## src/rtl/alimentador_byte_pkg.sv

```systemverilog
// Shared types and framing constants for the byte feeder that sits in front of the modulator.
package alimentador_pkg;

  typedef enum logic [1:0] {
    IDLE = 2'd0,
    PRE  = 2'd1,
    SYNC = 2'd2,
    DATA = 2'd3
  } state_t;

  localparam logic [7:0] DEF_PREAMBLE_BYTE = 8'hAA;
  localparam logic [7:0] DEF_SYNC_BYTE     = 8'h7E;
  localparam logic [7:0] DEF_IDLE_BYTE     = 8'h00;

endpackage

```

## src/rtl/alimentador_byte_if.sv

```systemverilog
// Producer-side byte handshake plus a read-only view of the framing state.
// Handshake: a byte moves when in_valid && in_ready on a rising clk edge; in_ready depends only on the
// buffer fill level, never on in_valid, and in_data must be held stable while in_valid is high.
interface alimentador_byte_if;
  import alimentador_pkg::*;

  logic [7:0] in_data;
  logic       in_valid;
  logic       in_ready;
  state_t     dbg_state;

  modport master (output in_data, output in_valid, input in_ready, input dbg_state);
  modport slave  (input in_data, input in_valid, output in_ready, output dbg_state);

endinterface

```

## src/rtl/alimentador_byte_fifo.sv

```systemverilog
// Byte FIFO with power-of-two depth; pointers wrap naturally, push and pop are ignored when full/empty.
module fifo_bytes #(
  parameter int DEPTH = 8
) (
  input  logic                     clk,
  input  logic                     rst,
  input  logic                     push,
  input  logic [7:0]               push_data,
  input  logic                     pop,
  output logic [7:0]               head,
  output logic [$clog2(DEPTH):0]   count
);

  localparam int AW = $clog2(DEPTH);
  localparam int CW = AW + 1;

  logic [7:0]    mem_q [DEPTH];
  logic [AW-1:0] wr_ptr_q, wr_ptr_d;
  logic [AW-1:0] rd_ptr_q, rd_ptr_d;
  logic [CW-1:0] count_q, count_d;
  logic          push_ok, pop_ok;

  assign push_ok = push && (count_q != CW'(DEPTH));
  assign pop_ok  = pop && (count_q != '0);
  assign head    = mem_q[rd_ptr_q];
  assign count   = count_q;

  always_comb begin
    wr_ptr_d = wr_ptr_q;
    rd_ptr_d = rd_ptr_q;
    count_d  = count_q;
    if (push_ok) wr_ptr_d = wr_ptr_q + AW'(1);
    if (pop_ok)  rd_ptr_d = rd_ptr_q + AW'(1);
    if (push_ok && !pop_ok)      count_d = count_q + CW'(1);
    else if (pop_ok && !push_ok) count_d = count_q - CW'(1);
  end

  always_ff @(posedge clk) begin
    if (rst) begin
      wr_ptr_q <= '0;
      rd_ptr_q <= '0;
      count_q  <= '0;
    end else begin
      wr_ptr_q <= wr_ptr_d;
      rd_ptr_q <= rd_ptr_d;
      count_q  <= count_d;
    end
  end

  // Storage needs no reset: only slots between the pointers are ever read.
  always_ff @(posedge clk) begin
    if (push_ok) mem_q[wr_ptr_q] <= push_data;
  end

endmodule

```

## src/rtl/alimentador_byte.sv

```systemverilog
// Feeds framed bytes (preamble, sync, payload) to a modulator, advancing one byte a fixed delay after
// each level change on flag_byte.
module alimentador_byte
  import alimentador_pkg::*;
#(
  parameter int         DEPTH         = 8,
  parameter int         PREAMBLE_LEN  = 2,
  parameter int         SWITCH_DELAY  = 32,
  parameter logic [7:0] PREAMBLE_BYTE = DEF_PREAMBLE_BYTE,
  parameter logic [7:0] SYNC_BYTE     = DEF_SYNC_BYTE,
  parameter logic [7:0] IDLE_BYTE     = DEF_IDLE_BYTE
) (
  input  logic                   clk,
  input  logic                   rst,
  alimentador_byte_if.slave      bus,
  input  logic                   flag_byte,
  output logic [7:0]             DADO,
  output logic                   tx_active,
  output logic [$clog2(DEPTH):0] fifo_count
);

  localparam int         CW = $clog2(DEPTH) + 1;
  localparam logic [3:0] PL = 4'(PREAMBLE_LEN);

  logic       flag_prev_q, flag_prev_d;
  logic [7:0] dly_q, dly_d;
  logic       run_q, run_d;
  logic       toggle, adv;

  state_t     state_q, state_d;
  logic [7:0] dado_q, dado_d;
  logic       tx_active_q, tx_active_d;
  logic [3:0] pre_cnt_q, pre_cnt_d;

  logic       push, pop;
  logic [7:0] head;

  assign toggle = (flag_byte != flag_prev_q);
  // A toggle landing on the advance cycle supersedes the pending one.
  assign adv    = run_q && (dly_q == 8'd0) && !toggle;

  assign bus.in_ready  = (fifo_count < CW'(DEPTH));
  assign bus.dbg_state = state_q;
  assign push          = bus.in_valid && bus.in_ready;

  assign DADO      = dado_q;
  assign tx_active = tx_active_q;

  fifo_bytes #(.DEPTH(DEPTH)) u_fifo (
    .clk       (clk),
    .rst       (rst),
    .push      (push),
    .push_data (bus.in_data),
    .pop       (pop),
    .head      (head),
    .count     (fifo_count)
  );

  // Loading DELAY-1 puts the advance exactly SWITCH_DELAY cycles after the toggle cycle.
  always_comb begin
    flag_prev_d = flag_byte;
    dly_d       = dly_q;
    run_d       = run_q;
    if (toggle) begin
      dly_d = 8'(SWITCH_DELAY - 1);
      run_d = 1'b1;
    end else if (run_q) begin
      if (dly_q == 8'd0) run_d = 1'b0;
      else               dly_d = dly_q - 8'd1;
    end
  end

  always_comb begin
    state_d   = state_q;
    dado_d    = dado_q;
    pre_cnt_d = pre_cnt_q;
    pop       = 1'b0;
    if (adv) begin
      case (state_q)
        IDLE: begin
          if (fifo_count != '0) begin
            state_d   = PRE;
            dado_d    = PREAMBLE_BYTE;
            pre_cnt_d = 4'd1;
          end
        end
        PRE: begin
          if (pre_cnt_q < PL) begin
            dado_d    = PREAMBLE_BYTE;
            pre_cnt_d = pre_cnt_q + 4'd1;
          end else begin
            state_d = SYNC;
            dado_d  = SYNC_BYTE;
          end
        end
        SYNC: begin
          state_d = DATA;
          dado_d  = head;
          pop     = 1'b1;
        end
        DATA: begin
          if (fifo_count != '0) begin
            dado_d = head;
            pop    = 1'b1;
          end else begin
            state_d = IDLE;
            dado_d  = IDLE_BYTE;
          end
        end
        default: begin
          state_d = IDLE;
          dado_d  = IDLE_BYTE;
        end
      endcase
    end
    tx_active_d = (state_d != IDLE);
  end

  always_ff @(posedge clk) begin
    flag_prev_q <= flag_prev_d;
    if (rst) begin
      dly_q       <= 8'd0;
      run_q       <= 1'b0;
      state_q     <= IDLE;
      dado_q      <= IDLE_BYTE;
      tx_active_q <= 1'b0;
      pre_cnt_q   <= 4'd0;
    end else begin
      dly_q       <= dly_d;
      run_q       <= run_d;
      state_q     <= state_d;
      dado_q      <= dado_d;
      tx_active_q <= tx_active_d;
      pre_cnt_q   <= pre_cnt_d;
    end
  end

endmodule

```

## src/flat_wrapper.sv

```systemverilog
// flat-port wrapper written by rule: the top's interface ports become plain ports
module alimentador_byte_flat import alimentador_pkg::*;
#(
  parameter int         DEPTH         = 8,
  parameter int         PREAMBLE_LEN  = 2,
  parameter int         SWITCH_DELAY  = 32,
  parameter logic [7:0] PREAMBLE_BYTE = DEF_PREAMBLE_BYTE,
  parameter logic [7:0] SYNC_BYTE     = DEF_SYNC_BYTE,
  parameter logic [7:0] IDLE_BYTE     = DEF_IDLE_BYTE
)
  (clk, rst, flag_byte, DADO, tx_active, fifo_count, bus_in_data, bus_in_valid, bus_in_ready, bus_dbg_state);
  alimentador_byte_if bus_i ();
  input  logic clk;
  input  logic rst;
  input  logic flag_byte;
  output logic [7:0] DADO;
  output logic tx_active;
  output logic [$clog2(DEPTH):0] fifo_count;
  input wire logic [$bits(bus_i.in_data)-1:0] bus_in_data;
  input wire logic [$bits(bus_i.in_valid)-1:0] bus_in_valid;
  output wire logic [$bits(bus_i.in_ready)-1:0] bus_in_ready;
  output wire logic [$bits(bus_i.dbg_state)-1:0] bus_dbg_state;
  assign bus_i.in_data = bus_in_data;
  assign bus_i.in_valid = bus_in_valid;
  assign bus_in_ready = bus_i.in_ready;
  assign bus_dbg_state = bus_i.dbg_state;
  alimentador_byte #(.DEPTH(DEPTH), .PREAMBLE_LEN(PREAMBLE_LEN), .SWITCH_DELAY(SWITCH_DELAY), .PREAMBLE_BYTE(PREAMBLE_BYTE), .SYNC_BYTE(SYNC_BYTE), .IDLE_BYTE(IDLE_BYTE)) u_core (.clk(clk), .rst(rst), .bus(bus_i), .flag_byte(flag_byte), .DADO(DADO), .tx_active(tx_active), .fifo_count(fifo_count));
endmodule
```

## config.mk

```make
export PLATFORM = sky130hd
export DESIGN_NAME = alimentador_byte_flat
export DESIGN_NICKNAME = d
export VERILOG_FILES = /design/src/rtl/alimentador_byte_pkg.sv /design/src/rtl/alimentador_byte_if.sv /design/src/rtl/alimentador_byte_fifo.sv /design/src/rtl/alimentador_byte.sv /design/src/flat_wrapper.sv
export SDC_FILE = /design/constraint.sdc
export NUM_CORES = 1
export LEC_CHECK = 0
export ABC_AREA = 1
export BUFFER_PORTS_ARGS = -buffer_cell sky130_fd_sc_hd__buf_4
export CAP_MARGIN = 20
export CELL_PAD_IN_SITES_DETAIL_PLACEMENT = 0
export CELL_PAD_IN_SITES_GLOBAL_PLACEMENT = 1
export CORE_MARGIN = 3
export CORE_UTILIZATION = 40
export DETAILED_ROUTE_END_ITERATION = 12
export PLACE_DENSITY_LB_ADDON = 0.2
export SYNTH_ARGS = -nofsm -noshare
export SYNTH_HDL_FRONTEND = slang
export SYNTH_SLANG_ARGS = --single-unit
```

## constraint.sdc

```tcl
create_clock -name clk -period 2.35 [get_ports clk]
set_input_delay 0 -clock clk [delete_from_list [all_inputs] [get_ports clk]]
set_output_delay 0 -clock clk [all_outputs]
set_load 0.01 [all_outputs]
```

# Word level (Yosys, flattened, before mapping)
# Memory sizes are Yosys's and may differ from the RTL's. A register that Yosys moved wholly into a read port is not among the register bits.
# Index checks and enable logic that the tools add are counted.
# op_classes
add_sub_neg,6
order_cmp,2
eq_ne,8
mux,27
bitwise_logic,1
reduce_logical,22
# op_table
cell,count
$pmux 8 s4,1
$mux 8,3
$mux 4,4
$mux 5,3
$add 4x1->4 const B,2
$logic_not 8->1,1
$mux 2,4
$pmux 2 s4,1
$pmux 4 s2,1
$reduce_bool 2->1,4
$sub 8x1->8 const B,1
$logic_and 1x1->1,7
$mux 1,7
$add 3x1->3 const B,2
$mux 3,2
$ne 2x1->1 const B,3
$reduce_and 2->1,3
$eq 2x2->1 const B,2
$lt 4x2->1 const B,1
$lt 4x4->1 const B,1
$ne 4x4->1 const B,1
$reduce_and 4->1,1
$reduce_bool 4->1,1
$sub 4x1->4 const B,1
other kinds (7),9
# word_totals
regBits,35
mem_bits_rw,64
in_bits,12
word_cells,78
n_memories,1
# memory_table
memory,depth,word_bits,rd,rd_ports_with_merged_regs,wr,line,text
u_core.u_fifo.mem_q,8,8,1,1,1,alimentador_byte_fifo.sv:17,logic [7:0] mem_q [DEPTH];

# Longest topological paths before layout
# logic_depth
depth_word,8
mapped_depth,15
depth_no_buf,15

# Hierarchy
# Synthesis repeated with hierarchy kept, for this count alone.
# hier_totals
hier_cells,523
hier_area_um2,4739.5
# by_module_without_submodules
mod,n_inst,cells_per_inst,area_per_inst_um2,seq_area_each_um2
fifo_bytes,1,310,3299.4,2182.1
alimentador_byte,1,213,1440.1,500.5

# Least setup slack after synthesis
# OpenSTA, ideal clock, no wires.
# synth_timing
path_type,register to register
startpoint,reg u_core.dly_q[0]
endpoint,reg u_core.u_fifo.count_q[3] (netlist: u_core.u_fifo.count[3])
setup_ps,70
arrival_ps,2226
setup_slack_ps,54
path_stages_with_launch,16
cell_sequence,dfxtp_1 > inv_1 > ha_1 > nand2_2 > nor2_8 > nand2_8 > nor2_8 > inv_2 > ha_1 > inv_1 > ha_1 > a21oi_1 > and2_1 > xor2_1 > nand2_1 > a21oi_1
# synth_between
elab_chain_len,8
word_cells_on_any_way,10
# synth_rtl
element,line,text
from (decl),alimentador_byte.sv:26,"logic [7:0] dly_q, dly_d;"
from (signal assigned),alimentador_byte.sv:129,dly_q <= dly_d;
$logic_not 8->1 *,alimentador_byte.sv:40,assign adv = run_q && (dly_q == 8'd0) && !toggle;
$logic_and 1x1->1 * (2 in a row),alimentador_byte.sv:40,
$mux 1 *,alimentador_byte.sv:78,if (adv) begin
$logic_and 1x1->1 *,alimentador_byte_fifo.sv:24,assign pop_ok = pop && (count_q != '0);
$logic_not 1->1,alimentador_byte_fifo.sv:34,if (push_ok && !pop_ok) count_d = count_q + CW'(1);
$logic_and 1x1->1,alimentador_byte_fifo.sv:34,
$mux 4 or $reduce_bool 2->1 (tied branches),n/a,
to (signal assigned),alimentador_byte_fifo.sv:46,count_q <= count_d;
to (decl),alimentador_byte_fifo.sv:20,"logic [CW-1:0] count_q, count_d;"
# Mark *: on every way between the ends. The rest lies on a longest branch, timed or not.
# A chain may end at the register's enable or synchronous reset.

# Worst setup path after layout
# layout_timing
startpoint,reg u_core.dly_q[1]
endpoint,reg u_core.u_fifo.count_q[3] (netlist: u_core.u_fifo.count[3])
# The elaborated chain is that of the path after synthesis.

==> reports/metrics.yaml <==
cts.sinks: 102
slew_viol_final: 0
crit_fanout: 4
start_util_pct: 42.0
worstSetupPathType: "flip-flop to flip-flop"
area_growth_pct: 17.4
layout_setup_ws_ps: 168
htree_levels: 3
worstPathRequired_ps: 2640
hp-class: "input port to flip-flop"
finClkSkew_ps: 9.50
synth_area_mm2: 0.00443
endpoint_kind: "flip-flop"
worst_slew_pin_slew_ps: 581
gr-usage-all-layers_pct: 16.6
ys_seq_area_share_pct: 60.5
slew-limit-headroom_pct: 61.2
seq_area_mm2: 0.00268
p_total_mw: 3.84
antenna_found_initial: 0
routed_wl_um: 9710
avgRoutedWirePerCell_um: 15.0
nets: 531
post-place-ws_ps: -0.649
finalCriticalPeriod_ps: 2180
layout-drive-gt1-share_pct: 17.5
multiInputGateArea_mm2: 0.00158
std_cell_rows: 37
r2r_slack_ps: 170
die-area_mm2: 0.0124
grt_max_degree: 33
hpwl_um: 6350
worst_path_largest_cell_delay_ps: 330
drt_first_iter_violations: 133
crit_chain: "inv_1 > ha_1 > nand2_2 > nor2_8 > nand2_8 > nor2_8 > inv_2 > ha_2 > inv_2 > ha_4 > a21oi_2 > and2_1 > xor2_1 > nand2_1 > a21oi_1"
n_antenna_cell: 0
p_seq_share_pct: 54.2
fillCellCount: 1010
power.share.switching_pct: 27.5
synth.distinct_cells: 28
synth_area_per_cell_um2: 9.76
overflow: 0
clk_path_buf_depth: 2
power_frac_clock_pct: 27.3
cap_violations: 0
synth_nets: 475
setup_viol: 0
die_x_um: 111
vias_per_cell: 4.87
vdd_drop_max_uv: 459
cp-start-kind: "flip-flop"
combPwrFrac_pct: 18.5
syn_inst: 454
hold_viol: 0
powerDensity_mw_per_mm2: 737
crit_arrival_ps: 2480
instances_no_fill: 649
fin_crit_sh_pct: 92.8
die_height_um: 111
crit_slowest_cell: "dfxtp_1"
power.switching_mw: 1.05
yosys_warnings: 0
worstSkewPairLatency_ps: 360
hold-worst-slack_ps: 307
cts_tree: "built"
synth.ff_latch_count: 102
final_common_cell: "nand2_1"
root_buffer: "clkbuf_8"
drtPass1Iterations: 4
layout_common_cells: "nand2_1 (94), nor2_1 (69), edfxtp_1 (64)"
intPower_mw: 2.78
critPathBufInv: 3
grt_pass1_wl_um: 16200
gp_congestion: 0.782
max_freq_mhz: 458
ant_nets: 0
vias: 3158
first_global_vias: 3223
critical_path.top_delay_family: "simple AND/OR/NAND/NOR gates"
io_buffers: 27
core_area_mm2: 0.0106
ios: 28
status: "completed"
drc: 0
path_clk_slew_ps: 90
power.leakage_nw: 2.05
cts-buffers-inserted: 9
dp.cells: 622
## layout make-up
cell class | instances | share of cell area [%]
Tap cell | 136 | 3.27
Clock buffer | 10 | 2.45
Inverter | 33 | 2.38
Multi-Input combinational cell | 305 | 30.3
Timing Repair Buffer | 59 | 9.04
Clock inverter | 4 | 0.962
Sequential cell | 102 | 51.6
## cell families after synthesis
kind of cell               count (synthesis)  synth area share [%]
AOI/OAI and AO/OA                         61                  7.56
xor gates and xnor gates                   8                  1.58
adders and majority gates                  9                  2.71
buffers and inverters                     47                  4.32
DFF                                      102                  60.5
and+or+nand+nor                          227                  23.3
## synth_stat cells
cell      number  share of area (%)
ha_1           8                2.3
clkbuf_1       4               0.34
nand2_1       94                8.0
o211ai_1       3               0.51
inv_1         30                2.5
o21ai_2        2               0.40
nand2_8        1               0.45
nand4_1        4               0.56
nand3_4        1               0.40
buf_4          1               0.17
dfxtp_1       38                 17
xor2_1         5               0.99
and2_1         1               0.14
xnor2_1        3               0.59
nor2_2         4               0.56
nor2_1        69                5.8
fa_1           1               0.45
a21oi_1       25                2.8
o21ai_0       27                3.0
nor2_8         3                1.4
nand3b_1       1               0.17
nor2_4         1               0.25
inv_2          3               0.25
edfxtp_1      64                 43
buf_2          9                1.0
a21oi_2        4               0.79
nand3_1       41                4.6
nand2_2        7               0.99
## worst paths after layout
check,from,endpoint,cells after the start
max reg2reg,u_core.dly_q[1]$_SDFFE_PP0P_,u_core.u_fifo.count[3]$_SDFFE_PP0P_,15
min,flag_byte,u_core.flag_prev_q$_DFF_P_,2
max,u_core.dly_q[1]$_SDFFE_PP0P_,u_core.u_fifo.count[3]$_SDFFE_PP0P_,15
min reg2reg,u_core.pre_cnt_q[3]$_SDFFE_PP0P_,u_core.pre_cnt_q[3]$_SDFFE_PP0P_,2
## registers in the layout, summed over array words and instances, names as in the netlist, named ones only
signal / cells
u_core.flag_prev_q: 1
u_core.u_fifo.rd_ptr_q: 3
u_core.u_fifo.count: 4
u_core.u_fifo.wr_ptr_q: 3
u_core.run_q: 1
u_core.DADO: 8
u_core.bus.dbg_state: 2
u_core.u_fifo.mem_q: 64
u_core.tx_active: 1
u_core.dly_q: 8
u_core.pre_cnt_q: 4
## timing repair
item / 4_1_cts / 5_1_grt
endpoints found under the hold margin: 81 / 0
pin swaps: 0 / 5
hold buffers: 11 / 0
resized for setup: 1 / 3
setup buffers: 0 / 2
endpoints found under the setup margin: 1 / 1
## stage by stage
stage	instance area, um2	setup TNS (ps)	utilization, %
after floorplan	4430	0	-
after global placement	4880	0	46.2
after detailed placement	4880	-0.649	46.2
after CTS	5170	0	49.0
after global routing	5200	-9.97	49.3
final	5200	0	49.3
## power by group through the flow
stage	Clock, mW	Sequential (mW)	Combinational [mW]
after floorplan	0	2.13	0.429
after global placement	0	2.11	0.677
after detailed placement	0	2.12	0.682
after CTS	1.08	2.08	0.700
after global routing	1.18	2.09	0.796
final	1.05	2.08	0.709
## layer usage
layer  up-vias  global-route usage (%)  wire length [um]
met1      1489                    22.5              4780
met3         8                    3.38               296
li1       1624                       -                 -
met4         0                    5.84               127
met5         -                       0                 0
met2        37                    26.6              4510
Power figures use the tool's default switching activity.
